[src/rtl/wbm_spi_pkg.sv]
// Shared types and constants for the Wishbone-side SPI bridge sequencer.
package wbm_spi_pkg;

    typedef enum logic [2:0] {
        IDLE     = 3'd0,
        GET_DATA = 3'd1,
        WB_REQ   = 3'd2,
        WB_WAIT  = 3'd3,
        RESPOND  = 3'd4
    } state_t;

    localparam int         CMD_WE_BIT   = 7;
    localparam logic [7:0] FILLER_BYTE  = 8'h00;
    localparam logic [7:0] TIMEOUT_BYTE = 8'hFF;

endpackage

[src/rtl/wbm_spi_ctrl.sv]
// Turns SPI RX bytes into one pipelined Wishbone B4 master cycle per command
// and returns read data to the SPI TX path through a ready/strobe handshake.
module wbm_spi_ctrl
    import wbm_spi_pkg::*;
#(
    parameter int ADDR_WIDTH = 7,
    parameter int TIMEOUT    = 255
) (
    input  logic                  wb_clk_i,
    input  logic                  wb_rst_i,
    input  logic                  rx_stb,
    input  logic [7:0]            rx_data,
    input  logic                  tx_ready,
    output logic                  tx_stb,
    output logic [7:0]            tx_data,
    output logic                  wb_cyc_o,
    output logic                  wb_stb_o,
    output logic                  wb_we_o,
    output logic [ADDR_WIDTH-1:0] wb_adr_o,
    output logic [7:0]            wb_dat_o,
    input  logic [7:0]            wb_dat_i,
    input  logic                  wb_ack_i,
    input  logic                  wb_stall_i,
    output logic                  overrun,
    output logic                  timeout
);

    localparam logic [15:0] TMO_LAST = 16'(TIMEOUT - 1);

    state_t      r_state;
    logic [7:0]  r_cmd;
    logic [7:0]  r_dat;
    logic [15:0] r_tmo_cnt;
    logic        r_cyc;
    logic        r_stb;
    logic        r_tx_stb;
    logic [7:0]  r_tx_data;
    logic        r_timeout;

    logic w_in_bus;
    logic w_busy;
    logic w_accept;
    logic w_ack;
    logic w_expire;
    logic w_cmd_we;

    assign w_in_bus = (r_state == WB_REQ) || (r_state == WB_WAIT);
    assign w_busy   = w_in_bus || (r_state == RESPOND);
    assign w_cmd_we = r_cmd[CMD_WE_BIT];

    // An ack is only meaningful once the request is accepted; an ack on the
    // accept cycle itself completes the cycle without visiting WB_WAIT.
    assign w_accept = (r_state == WB_REQ) && !wb_stall_i;
    assign w_ack    = wb_ack_i && (w_accept || (r_state == WB_WAIT));
    assign w_expire = w_in_bus && (r_tmo_cnt == TMO_LAST) && !w_ack;

    always_ff @(posedge wb_clk_i or posedge wb_rst_i) begin
        if (wb_rst_i) begin
            r_state   <= IDLE;
            r_cmd     <= 8'h00;
            r_dat     <= 8'h00;
            r_tmo_cnt <= 16'd0;
            r_cyc     <= 1'b0;
            r_stb     <= 1'b0;
            r_tx_stb  <= 1'b0;
            r_tx_data <= 8'h00;
            r_timeout <= 1'b0;
        end else begin
            r_tx_stb  <= 1'b0;
            r_timeout <= 1'b0;
            case (r_state)
                IDLE: begin
                    if (rx_stb && (rx_data != FILLER_BYTE)) begin
                        r_cmd <= rx_data;
                        if (rx_data[CMD_WE_BIT]) begin
                            r_state <= GET_DATA;
                        end else begin
                            r_state   <= WB_REQ;
                            r_cyc     <= 1'b1;
                            r_stb     <= 1'b1;
                            r_tmo_cnt <= 16'd0;
                        end
                    end
                end
                GET_DATA: begin
                    if (rx_stb) begin
                        r_dat     <= rx_data;
                        r_state   <= WB_REQ;
                        r_cyc     <= 1'b1;
                        r_stb     <= 1'b1;
                        r_tmo_cnt <= 16'd0;
                    end
                end
                WB_REQ, WB_WAIT: begin
                    r_tmo_cnt <= r_tmo_cnt + 16'd1;
                    if (w_ack) begin
                        r_cyc <= 1'b0;
                        r_stb <= 1'b0;
                        if (w_cmd_we) begin
                            r_state <= IDLE;
                        end else begin
                            r_tx_data <= wb_dat_i;
                            r_state   <= RESPOND;
                        end
                    end else if (w_expire) begin
                        r_cyc     <= 1'b0;
                        r_stb     <= 1'b0;
                        r_timeout <= 1'b1;
                        if (w_cmd_we) begin
                            r_state <= IDLE;
                        end else begin
                            r_tx_data <= TIMEOUT_BYTE;
                            r_state   <= RESPOND;
                        end
                    end else if (w_accept) begin
                        r_stb   <= 1'b0;
                        r_state <= WB_WAIT;
                    end
                end
                RESPOND: begin
                    if (tx_ready) begin
                        r_tx_stb <= 1'b1;
                        r_state  <= IDLE;
                    end
                end
                default: r_state <= IDLE;
            endcase
        end
    end

    assign tx_stb   = r_tx_stb;
    assign tx_data  = r_tx_data;
    assign wb_cyc_o = r_cyc;
    assign wb_stb_o = r_stb;
    assign wb_we_o  = w_cmd_we;
    assign wb_adr_o = r_cmd[ADDR_WIDTH-1:0];
    assign wb_dat_o = r_dat;
    assign timeout  = r_timeout;
    // Flags the dropped byte in the very cycle its strobe is present.
    assign overrun  = rx_stb && w_busy;

endmodule

[config.mk]
export PLATFORM = sky130hd
export DESIGN_NAME = wbm_spi_ctrl
export DESIGN_NICKNAME = d
export VERILOG_FILES = /design/src/rtl/wbm_spi_pkg.sv /design/src/rtl/wbm_spi_ctrl.sv
export SDC_FILE = /design/constraint.sdc
export NUM_CORES = 1
export LEC_CHECK = 0
export BUFFER_PORTS_ARGS = -buffer_cell sky130_fd_sc_hd__buf_4
export CAP_MARGIN = 20
export CORE_MARGIN = 8
export CORE_UTILIZATION = 30
export DETAILED_ROUTE_END_ITERATION = 8
export GPL_TIMING_DRIVEN = 0
export HOLD_SLACK_MARGIN = 0.02
export PLACE_DENSITY_LB_ADDON = 0.15
export REMOVE_ABC_BUFFERS = 1
export SLEW_MARGIN = 30
export SYNTH_ARGS = -nofsm -noshare
export SYNTH_HDL_FRONTEND = slang
export SYNTH_SLANG_ARGS = --single-unit
[constraint.sdc]
create_clock -name wb_clk_i -period 3.8 [get_ports wb_clk_i]
set_clock_uncertainty 0.05 [all_clocks]
set_input_delay 0.76 -clock wb_clk_i [delete_from_list [all_inputs] [get_ports wb_clk_i]]
set_output_delay 0.76 -clock wb_clk_i [all_outputs]
set_load 0.02 [all_outputs]
==> metrics <==
total negative slack=0 ps; status=finished clean; Final setup viols=0; H-tree depth=2; Final Max Tran Viols=0; fmax=0.3894 GHz; Vias per Instance=4.818; share of cells above drive strength 1=0.3320; Async S/R FF share, synth=1.000; uppermost routed layer=met4; hpwl dp=between 3000 and 4000 µm; R2R Path Start=r_tmo_cnt[0]; Placed Instances=338; Final Hold Viols=0; PwrDens=756.2 mW/mm²; chip height=~100 µm; final non-filler cell total=346; largest net degree at the start of global routing=48; combinational share of power=0.402; critical path arrival=1760 ps; IO Count=51; DR pass1 iterations=4; Post-Syn Area=0.002211 mm²; syn_area_per_cell=roughly 11 µm²; global-route wire length before repair=9004 µm; global route total overflow=0; library cells used by synthesis=41; post_cts resized=0; worst-case clock buffer depth=2; clk_lat worst skew=300 ps; hold_sp=wb_stb_o; RSZ-0062 raised after global routing=no; met1 WL=2423 µm; CTS root buf=clkbuf_8; Worst setup SP type=flop; Routed Antenna Nets=0; Crit Path Class=reg2out; core footprint=0.007214 mm²; CTS tree=built; internal power=1341 µW; fin nets=270; slew at the pin closest to its max-slew limit=~720 ps; Clock power frac=0.206; DRC violations left=0; clock slew at reported path FFs=90 ps; Post-CTS Repair Setup Buffers=0; ANT cells=0; worst reg2reg endpoint=tx_data[4]; vias in the first global route=1797; TritonCTS Buffers=5; area delta synth->final=26.66%; Crit path required time=2990 ps; starting DRC count in detailed routing=54; Net Sw Power=776.4 µW; Initial Utilization=0.3065; vias=roughly 1700; worst vdd ir=0.4017 mV; Wirelength per Cell=15.41 µm; final WL=5332 µm; PortBufs=50; antenna violations before repair=0; synthesized flop and latch total=47; fillers=approximately 770; worst reg-to-reg path cell count=7; Die X=101.8 µm; number of synthesized flops with an enable pin=0; placement-stage cell area=0.002668 mm²; die area=~0.010 mm²; metal2 WL=2454 µm; register-to-register setup slack=1560 ps; fin area=0.002800 mm²; Seq/Total Area, Yosys=0.5320; Post-CTS Hold Buffers=0; final RePlAce weighted congestion=approximately 0.68; nature of the critical path endpoint=primary output; Seq pwr share=0.392; cells after synthesis=197; Hold Crit Endpoint=wb_stb_o; Synth Flop Type=dfrtp_1; final core utilization=0.3881; Hold WC Path Type=reg2reg; WHS Path Cells=1; CTS sink cnt=47; Net Sw Frac=0.3667; num rows=31; Max-Cap Viols=0; Slew HR=0.5150; Tmin final=around 2600 ps; Final Cycle Share=0.6759; crit-path max FO=13; Synthesis Warnings=0; overall power=2117 µW; Lkg Pwr=0.001230 µW; Tot GR Track Use=0.1102; DR WL met3=about 400 µm
-- worst max-delay path: stages, from the launching register on --
cell and delay (ps):
dfrtp_1 660, nand2b_1 380, a21boi_0 250, buf_4 170
-- cells in the final DEF (no fill, tap or decap), types with 2 or more instances in the layout --
cell       instances
buf_4             50
dfrtp_1           47
nor2_1            17
mux2_2            16
nand2_1           11
o21ai_0            9
o22a_1             8
xnor2_1            7
nor4_1             5
inv_1              5
a21oi_1            5
clkbuf_8           5
nand3_1            4
and2_1             4
nor3_1             4
nand4_1            4
nand2b_1           3
o31ai_1            3
and4_1             3
a21o_1             3
and3_1             3
or4_4              2
or3_1              2
nor2b_1            2
nand4b_1           2
nor4b_1            2
a31o_1             2
ha_1               2
bufinv_16          2
-- state kept, by name, indices dropped and copies added, names as in the netlist --
register,count
r_tmo_cnt,16
r_cmd,8
tx_data,8
wb_dat_o,8
r_state,3
timeout,1
tx_stb,1
wb_cyc_o,1
wb_stb_o,1
-- stage by stage --
| stage | worst slack, ps | hold slack (ps) |
|---|---|---|
| 3_5_place_dp | 1166 | 425.4 |
| 3_3_place_gp | 1123 | 421.3 |
| 4_1_cts | 1237 | 446.1 |
| 5_1_grt | 1089 | 467.4 |
| 6_report | 1232 | 440.5 |
| 2_1_floorplan | 1511 | 423.5 |
-- power by group through the flow --
stage	combinational, µW	sequential, µW	clock (µW)
after CTS	871	832	448
after global placement	865	833	0
after floorplan	348	983	0
after global routing	936	862	466
after detailed placement	871	838	0
final	851	830	436
-- synthesized netlist by cell type (4+ instances only) --
cell type	number	share of area
a21oi_1	5	0.011
nor3_1	4	0.0091
nand4_1	4	0.011
mux2_2	16	0.081
nor4_1	5	0.014
o22a_1	8	0.032
nor2_1	17	0.029
nand3_1	4	0.0091
xnor2_1	7	0.028
nand2_1	11	0.019
dfrtp_1	47	0.53
clkbuf_1	6	0.010
o21ai_0	9	0.020
and2_1	4	0.011
inv_1	6	0.010
-- layout make-up --
| type | count | area [µm²] | area share |
|---|---|---|---|
| Sequential cell | 47 | 1176 | 0.4200 |
| Multi-Input combinational cell | 136 | 967.2 | 0.3454 |
| Timing Repair Buffer | 50 | 375.4 | 0.1340 |
| Tap cell | 99 | 123.9 | 0.04424 |
| Clock buffer | 6 | 72.57 | 0.02592 |
| Clock inverter | 2 | 60.06 | 0.02145 |
| Inverter | 6 | 25.02 | 0.008937 |
-- layer usage --
metal  up-vias  global-route usage
li1        815                   -
met5         -                   0
met3         7             0.04905
met1       804              0.1364
met4         0             0.03047
met2        41              0.1700
-- worst max-delay path by stage --
stage,start,to,slack [ps]
2_1_floorplan,rx_data[2],r_tmo_cnt[15],1510
3_3_place_gp,wb_rst_i,r_tmo_cnt[15],1120
3_5_place_dp,rx_data[2],r_tmo_cnt[15],1170
4_1_cts,r_state[1],overrun,1240
5_1_grt,r_state[1],overrun,1090
6_report,r_state[1],overrun,1230
-- cells by family (layout without fill, tap and decap cells) --
family                     after synthesis  count (layout)  share of synthesized area
buffers and inverters                   14              64                    0.03056
adders and majority gates                2               2                    0.01132
AOI/OAI and AO/OA                       37              37                     0.1188
xor gates and xnor gates                 7               7                    0.02773
DFF                                     47              47                     0.5320
and+or+nand+nor                         74              74                     0.1981
muxes                                   16              16                    0.08149
No activity file was read; power rests on OpenSTA's default activity.
